<file path="config.mk">
export PLATFORM = sky130hd
export DESIGN_NAME = dm_bus_arbiter
export DESIGN_NICKNAME = d
export VERILOG_FILES = /design/src/rtl/dm_pkg.sv /design/src/rtl/dm_rr_arb.sv /design/src/rtl/dm_bus_arbiter.sv
export SDC_FILE = /design/constraint.sdc
export NUM_CORES = 1
export LEC_CHECK = 0
export CAP_MARGIN = 40
export CORE_AREA = 10 10 106 108
export DETAILED_ROUTE_END_ITERATION = 16
export DIE_AREA = 0 0 116 118
export GPL_TIMING_DRIVEN = 0
export PLACE_DENSITY = 0.82
export SYNTH_ARGS = -nofsm -noshare
export SYNTH_HDL_FRONTEND = slang
export SYNTH_HIERARCHICAL = 1
export SYNTH_SLANG_ARGS = --single-unit
</file>
<file path="constraint.sdc">
create_clock -name clk_i -period 1.1 [get_ports clk_i]
set_input_delay 0.22 -clock clk_i [delete_from_list [all_inputs] [get_ports clk_i]]
set_output_delay 0.22 -clock clk_i [all_outputs]
set_load 0.005 [all_outputs]
</file>
<file path="src/rtl/dm_pkg.sv">
// Debug-module shared types: arbiter FSM state and the debug snapshot the
// bus arbiter exposes so checkers can observe its internal state.
package dm;

  // Width of the index fields in the debug snapshot (covers up to 8 requesters).
  localparam int unsigned ArbIdxW = 3;

  typedef enum logic [1:0] {
    ARB_IDLE = 2'd0,
    ARB_REQ  = 2'd1,
    ARB_RESP = 2'd2
  } arb_state_e;

  // Snapshot of the arbiter FSM: current state, round-robin pointer, latched winner.
  typedef struct packed {
    arb_state_e           state;
    logic [ArbIdxW-1:0]   ptr;
    logic [ArbIdxW-1:0]   win;
  } arb_dbg_t;

endpackage

</file>
<file path="src/rtl/dm_rr_arb.sv">
// Combinational round-robin winner selection. The search starts at ptr+1
// (mod NrReq) and wraps, so the requester granted last has lowest priority.
module dm_rr_arb #(
  parameter int unsigned NrReq = 2,
  parameter int unsigned IdxW  = $clog2(NrReq)
) (
  input  logic [NrReq-1:0] req,
  input  logic [IdxW-1:0]  ptr,
  output logic [IdxW-1:0]  idx,
  output logic             any
);

  logic [IdxW-1:0] cand;

  // Walk the requesters starting after ptr; the first active one wins.
  always_comb begin
    idx  = '0;
    any  = 1'b0;
    cand = '0;
    for (int unsigned i = 1; i <= NrReq; i++) begin
      cand = IdxW'((32'(ptr) + i) % NrReq);
      if (!any && req[cand]) begin
        any = 1'b1;
        idx = cand;
      end
    end
  end

endmodule

</file>
<file path="src/rtl/dm_bus_arbiter.sv">
// Round-robin arbiter sharing one master bus port between NrReq requesters.
// Optional response timeout: define DM_BUS_ARB_TIMEOUT_EN.
//
// Handshake: a requester holds req_i (with address/data/we/be stable) until it
// sees gnt_o; the grant is the cycle where master_req_o and master_gnt_i are both
// high. The response arrives later as a single-cycle master_r_valid_i (never in
// the grant cycle) and is forwarded combinationally as r_valid_o[win].
// Dropping req_i before the grant withdraws the request.
module dm_bus_arbiter
  import dm::*;
#(
  parameter int unsigned NrReq         = 2,
  parameter int unsigned BusWidth      = 32,
  parameter int unsigned TimeoutCycles = 255
) (
  input  logic                               clk_i,
  input  logic                               rst_i,
  input  logic [NrReq-1:0]                   req_i,
  input  logic [NrReq-1:0][BusWidth-1:0]     add_i,
  input  logic [NrReq-1:0]                   we_i,
  input  logic [NrReq-1:0][BusWidth-1:0]     wdata_i,
  input  logic [NrReq-1:0][BusWidth/8-1:0]   be_i,
  output logic [NrReq-1:0]                   gnt_o,
  output logic [NrReq-1:0]                   r_valid_o,
  output logic [BusWidth-1:0]                r_rdata_o,
  output logic [NrReq-1:0]                   r_err_o,
  output logic                               master_req_o,
  output logic [BusWidth-1:0]                master_add_o,
  output logic                               master_we_o,
  output logic [BusWidth-1:0]                master_wdata_o,
  output logic [BusWidth/8-1:0]              master_be_o,
  input  logic                               master_gnt_i,
  input  logic                               master_r_valid_i,
  input  logic [BusWidth-1:0]                master_r_rdata_i,
  output arb_dbg_t                           dbg
);

  localparam int unsigned IdxW = $clog2(NrReq);

  arb_state_e      state, state_next;
  logic [IdxW-1:0] ptr, win;
  logic [IdxW-1:0] arb_idx;
  logic            arb_any;

  dm_rr_arb #(
    .NrReq (NrReq),
    .IdxW  (IdxW)
  ) u_rr_arb (
    .req (req_i),
    .ptr (ptr),
    .idx (arb_idx),
    .any (arb_any)
  );

`ifdef DM_BUS_ARB_TIMEOUT_EN
  localparam int unsigned CntW = $clog2(TimeoutCycles + 1);

  logic [CntW-1:0] cnt;
  logic            timeout_hit;

  // Fires on the TimeoutCycles-th RESP cycle (count includes the current cycle).
  assign timeout_hit = (state == ARB_RESP) && (cnt == CntW'(TimeoutCycles - 1));

  // Count RESP cycles; cleared when the grant moves us into RESP.
  always_ff @(posedge clk_i) begin
    if (rst_i) begin
      cnt <= '0;
    end else if (state != ARB_RESP && state_next == ARB_RESP) begin
      cnt <= '0;
    end else if (state == ARB_RESP) begin
      cnt <= cnt + 1'b1;
    end
  end
`else
  logic unused_timeout;
  assign unused_timeout = ^TimeoutCycles;
`endif

  // State register, winner latch and round-robin pointer.
  always_ff @(posedge clk_i) begin
    if (rst_i) begin
      state <= ARB_IDLE;
      ptr   <= IdxW'(NrReq - 1);
      win   <= '0;
    end else begin
      state <= state_next;
      if (state == ARB_IDLE && arb_any) begin
        win <= arb_idx;
      end
      // Pointer only moves on an actual grant, so an aborted request keeps priority.
      if (state == ARB_REQ && state_next == ARB_RESP) begin
        ptr <= win;
      end
    end
  end

  // Next state and all bus/requester outputs; reset forces every output low.
  always_comb begin
    state_next     = state;
    gnt_o          = '0;
    r_valid_o      = '0;
    r_err_o        = '0;
    r_rdata_o      = master_r_rdata_i;
    master_req_o   = 1'b0;
    master_add_o   = '0;
    master_we_o    = 1'b0;
    master_wdata_o = '0;
    master_be_o    = '0;
    unique case (state)
      ARB_IDLE: begin
        if (arb_any) state_next = ARB_REQ;
      end
      ARB_REQ: begin
        master_req_o   = req_i[win];
        master_add_o   = add_i[win];
        master_we_o    = we_i[win];
        master_wdata_o = wdata_i[win];
        master_be_o    = be_i[win];
        if (!req_i[win]) begin
          state_next = ARB_IDLE;
        end else if (master_gnt_i) begin
          gnt_o[win] = 1'b1;
          state_next = ARB_RESP;
        end
      end
      ARB_RESP: begin
        if (master_r_valid_i) begin
          r_valid_o[win] = 1'b1;
          state_next     = ARB_IDLE;
        end
`ifdef DM_BUS_ARB_TIMEOUT_EN
        else if (timeout_hit) begin
          r_valid_o[win] = 1'b1;
          r_err_o[win]   = 1'b1;
          r_rdata_o      = '0;
          state_next     = ARB_IDLE;
        end
`endif
      end
      default: state_next = ARB_IDLE;
    endcase
    if (rst_i) begin
      state_next     = ARB_IDLE;
      gnt_o          = '0;
      r_valid_o      = '0;
      r_err_o        = '0;
      master_req_o   = 1'b0;
      master_add_o   = '0;
      master_we_o    = 1'b0;
      master_wdata_o = '0;
      master_be_o    = '0;
    end
  end

  assign dbg = '{state: state, ptr: ArbIdxW'(ptr), win: ArbIdxW'(win)};

endmodule

</file>
# Word level (Yosys, flattened, before mapping)

Cells that the tools add are included.

Equality and inequality tests: 3
Multiplexer cells: 43
Reductions and logical operators: 6
Add/subtract/negate cells: 2
$lt $le $gt $ge: 4

Operator list:

| kind                  | count |
|---|---|
| $mux W32              | 8 |
| $mux W2               | 12 |
| $mux W1               | 17 |
| $mux W4               | 4 |
| $lt A1 B2 Y1 const B  | 3 |
| $pmux W2 S3           | 1 |
| $eq A2 B2 Y1 const B  | 2 |
| $logic_and A1 B1 Y1   | 4 |
| $add A1 B1 Y1 const B | 2 |
| $eq A2 B1 Y1 const B  | 1 |
| $logic_not A2 Y1      | 1 |
| $demux W1 S1          | 1 |
| $ge A1 B1 Y1 const B  | 1 |
| $logic_not A1 Y1      | 1 |

Bits in registers: 4
Logic and storage cells: 61
Output and inout port bits: 116
Bits of input ports: 176

# Longest topological paths before layout

Depth after elaboration: 12
Depth in mapped cells: 5
Depth with buffers taken out: 4

# By module

Netlist, hierarchy kept.

By module, submodules not included:

| module         | instances | seq. area each (µm²) | cells an instance | area an instance (µm²) |
|---|---|---|---|---|
| dm_bus_arbiter | 1         | 80.1                 | 225               | 1677.9 |
| dm_rr_arb      | 1         | 0.0                  | 2                 | 13.8 |

# Least setup slack after synthesis

Ideal clock, no wire load.

Path kind: reg2out
Start: register win
End: output master_add_o[0]
Cell stages (with the launch flop): 6
Buffers on the path: 3
Required time: 0.880 ns
Arrival time: 0.945 ns
Path slack: -0.065 ns
Cell sequence: dfxtp_1 > buf_6 > buf_12 > buf_12 > mux2i_1 > nor2_1

Cells in the longest elaborated chain, start to end: 4

Ends and longest elaborated chain:

| item                                         | RTL line              | source |
|---|---|---|
| from (decl)                                  | dm_bus_arbiter.sv:41  | `logic [IdxW-1:0] ptr, win;` |
| from (signal assigned)                       | dm_bus_arbiter.sv:88  | `win <= arb_idx;` |
| $mux W32 (not written as such) (2 in series) | dm_bus_arbiter.sv:115 | `master_add_o = add_i[win];` |
| $mux W32                                     | dm_bus_arbiter.sv:109 | `unique case (state)` |
| $mux W32                                     | dm_bus_arbiter.sv:142 | `if (rst_i) begin` |
| to (decl)                                    | dm_bus_arbiter.sv:28  | `output logic [BusWidth-1:0] master_add_o,` |

Every way passes these cells. The select of a mux whose other input is x is not followed.

# Worst setup path in the final report

Start: register win
End: output master_add_o[12]

The elaborated chain is that of the path after synthesis.

==> flow_metrics.env <==
export IMPL_status="finished, violations left"
export IMPL_violations="negative setup slack"
export IMPL_hold_class="input port to flip-flop"
export IMPL_grt_pass1_wl_um=17300
export IMPL_clk_latency_ns=0.23
export IMPL_tns_ns=-36.31
export IMPL_power_density_nw_per_um2=475
export IMPL_grt_overflow_total=0
export IMPL_comb_power_share=0.788
export IMPL_fillCellCount=840
export IMPL_hold_viol=0
export IMPL_worstPathRequired_ns=0.88
export IMPL_ys_seq_elements=4
export IMPL_cts_reportedPaths_clkPinSlew_ns=0.04
export IMPL_area_delta_synth_final_pct=186
export IMPL_cts_hold_buffers=0
export IMPL_crit_slowest_cell="dfxtp_2"
export IMPL_final_common_cell="clkdlybuf4s50_1"
export IMPL_p_int_uw=1610
export IMPL_gp_congestion=0.844
export IMPL_cts_sinks=4
export IMPL_io_buffers=253
export IMPL_drtPass1Iterations=4
export IMPL_slew_violations=0
export IMPL_fmaxAchievable_mhz=603
export IMPL_synth_cell_types=25
export IMPL_drc=0
export IMPL_avgRoutedWirePerCell_um=18.9
export IMPL_period_minus_slack_ns=1.66
export IMPL_drive_gt1_frac=0.385
export IMPL_period_share=1.51
export IMPL_multiInputGateArea_um2=1300
export IMPL_num_vias=2756
export IMPL_critical_path_startpoint_type="flip-flop"
export IMPL_cts_htree_levels=1
export IMPL_syn_area_um2=1690
export IMPL_path_class="flip-flop to output port"
export IMPL_power_total_uw=2300
export IMPL_place_hpwl_um=10100
export IMPL_synth_avg_cell_area_um2=7.45
export IMPL_wirelength_um=12200
export IMPL_cts_tree="built"
export IMPL_worst_path_buf_inv=5
export IMPL_end_kind="output port"
export IMPL_fin_cells=644
export IMPL_die_y_um=118
export IMPL_yosys_warnings=6
export IMPL_layout_common_cells="clkdlybuf4s50_1, nor2_1, buf_2"
export IMPL_maxCapViolCount=0
export IMPL_crit_path_max_incr_delay_ns=0.31
export IMPL_grt_max_degree=11
export IMPL_setup_violations_final=78
export IMPL_worst_hold_slack_ns=0.309
export IMPL_irDropWorstVdd_uv=533
export IMPL_p_leak_uw=0.00216
export IMPL_drt_iter0_drc=88
export IMPL_cts_root_buf="clkbuf_8"
export IMPL_seqPwrFrac=0.070
export IMPL_rsz0062_at_grt="true"
export IMPL_crit_chain="buf_6 -> buf_12 -> buf_12 -> buf_12 -> mux2i_4 -> nor2_1 -> buf_2"
export IMPL_design_core_area_um2=9110
export IMPL_routed_via_density=4.28
export IMPL_max_clock_path_buffers=2
export IMPL_synth_seq_area_share=0.0473
export IMPL_critPathMaxFanout=8
export IMPL_grt_pass1_vias=3066
export IMPL_die_width_um=116
export IMPL_grt_usage=0.157
export IMPL_numCtsBuffers=3
export IMPL_path_delay_family="buffers and inverters"
export IMPL_netSwitchingFraction=0.300
export IMPL_critPathMostFrequentCell="buf_12"
export IMPL_skew_ns=0.00712
export IMPL_syn_inst=227
export IMPL_p_switching_uw=688
export IMPL_ant_nets=0
export IMPL_clockPowerShare=0.142
export IMPL_ff_latch_area_um2=86.3
export IMPL_dp_cells=596
export IMPL_start_util=0.186
export IMPL_setup_ws_ns=-0.559
export IMPL_antenna_found_initial=1
export IMPL_final_nets=710
export IMPL_dieArea_um2=13700
export IMPL_worstPathArrival_ns=1.44
export IMPL_num_rows=35
export IMPL_io_pin_count=292
==> final timing paths <==
| kind | start | to | slack [ns] | depth (start not counted) |
|---|---|---|---|---|
| setup reg to reg | win | state[0] | -0.13 | 5 |
| setup / recovery | win | master_add_o[12] | -0.56 | 7 |
| hold reg to reg | ptr | ptr | 0.51 | 2 |
| hold / removal | rst_i | state[1] | 0.31 | 2 |
==> per-stage QoR <==
step,cell area [µm²],util,setup slack [ns]
after floorplan,1710,-,-0.0470
after global placement,4380,0.481,-1.20
after detailed placement,4380,0.481,-1.20
after CTS,4600,0.505,-0.624
after global routing,4830,0.531,-0.604
final,4840,0.531,-0.559
==> area by class of cell <==
type	instances	share of cell area
antenna	1	0.000517
clock buffer	3	0.00854
multi-input combinational	169	0.269
tap	111	0.0287
inverter	2	0.00155
buffer	56	0.113
timing repair buffer	298	0.561
sequential	4	0.0179
==> synth_stat cells (all sizes together) <==
| library cell | n | area share |
|---|---|---|
| mux2i | 71 | 0.42 |
| o32a | 1 | 0.0059 |
| nor3 | 2 | 0.0059 |
| o21a | 1 | 0.0044 |
| nor2 | 74 | 0.17 |
| conb | 1 | 0.0022 |
| nand2 | 2 | 0.0059 |
| inv | 2 | 0.0044 |
| dfxtp | 4 | 0.047 |
| nand3b | 2 | 0.0089 |
| or2 | 1 | 0.0037 |
| a21boi | 1 | 0.0044 |
| buf | 57 | 0.29 |
| o21ai | 1 | 0.0030 |
| o211ai | 1 | 0.0044 |
| a21oi | 1 | 0.0030 |
| nor3b | 3 | 0.016 |
| nand3 | 1 | 0.0030 |
| nor2b | 1 | 0.0037 |
==> per-layer routing <==
layer	global-route usage	part of all wire
met1	0.148	0.33
met2	0.308	0.54
met3	0.0673	0.12
met4	0.0188	0.0078
met5	0	0
==> registers in the layout, summed over array words and instances (netlist names) <==
name   cells
state      2
ptr        1
win        1
==> power groups by stage <==
stage,Sequential [µW],Combinational [µW],Clock (µW)
5_1_grt,162,1930,336
6_report,161,1810,326
4_1_cts,160,1700,331
3_5_place_dp,164,1560,0
3_3_place_gp,164,1530,0
2_1_floorplan,163,576,0
==> cell families after synthesis <==
| kind of cell | synth area share |
|---|---|
| AND/OR/NAND/NOR | 0.213 |
| multiplexers | 0.420 |
| buffers and inverters | 0.292 |
| AO/OA/AOI/OAI | 0.0251 |
| flip-flops | 0.0473 |
| other | 0.00222 |
==> what timing repair did <==
item,in CTS,in global routing
pin swaps,23,24
setup buffers,25,16
hold endpoints to repair,0,0
resized for setup,336,49
gates cloned,5,1
endpoints found under the setup margin,81,78
Note: power is estimated with default switching activity, not from simulation.
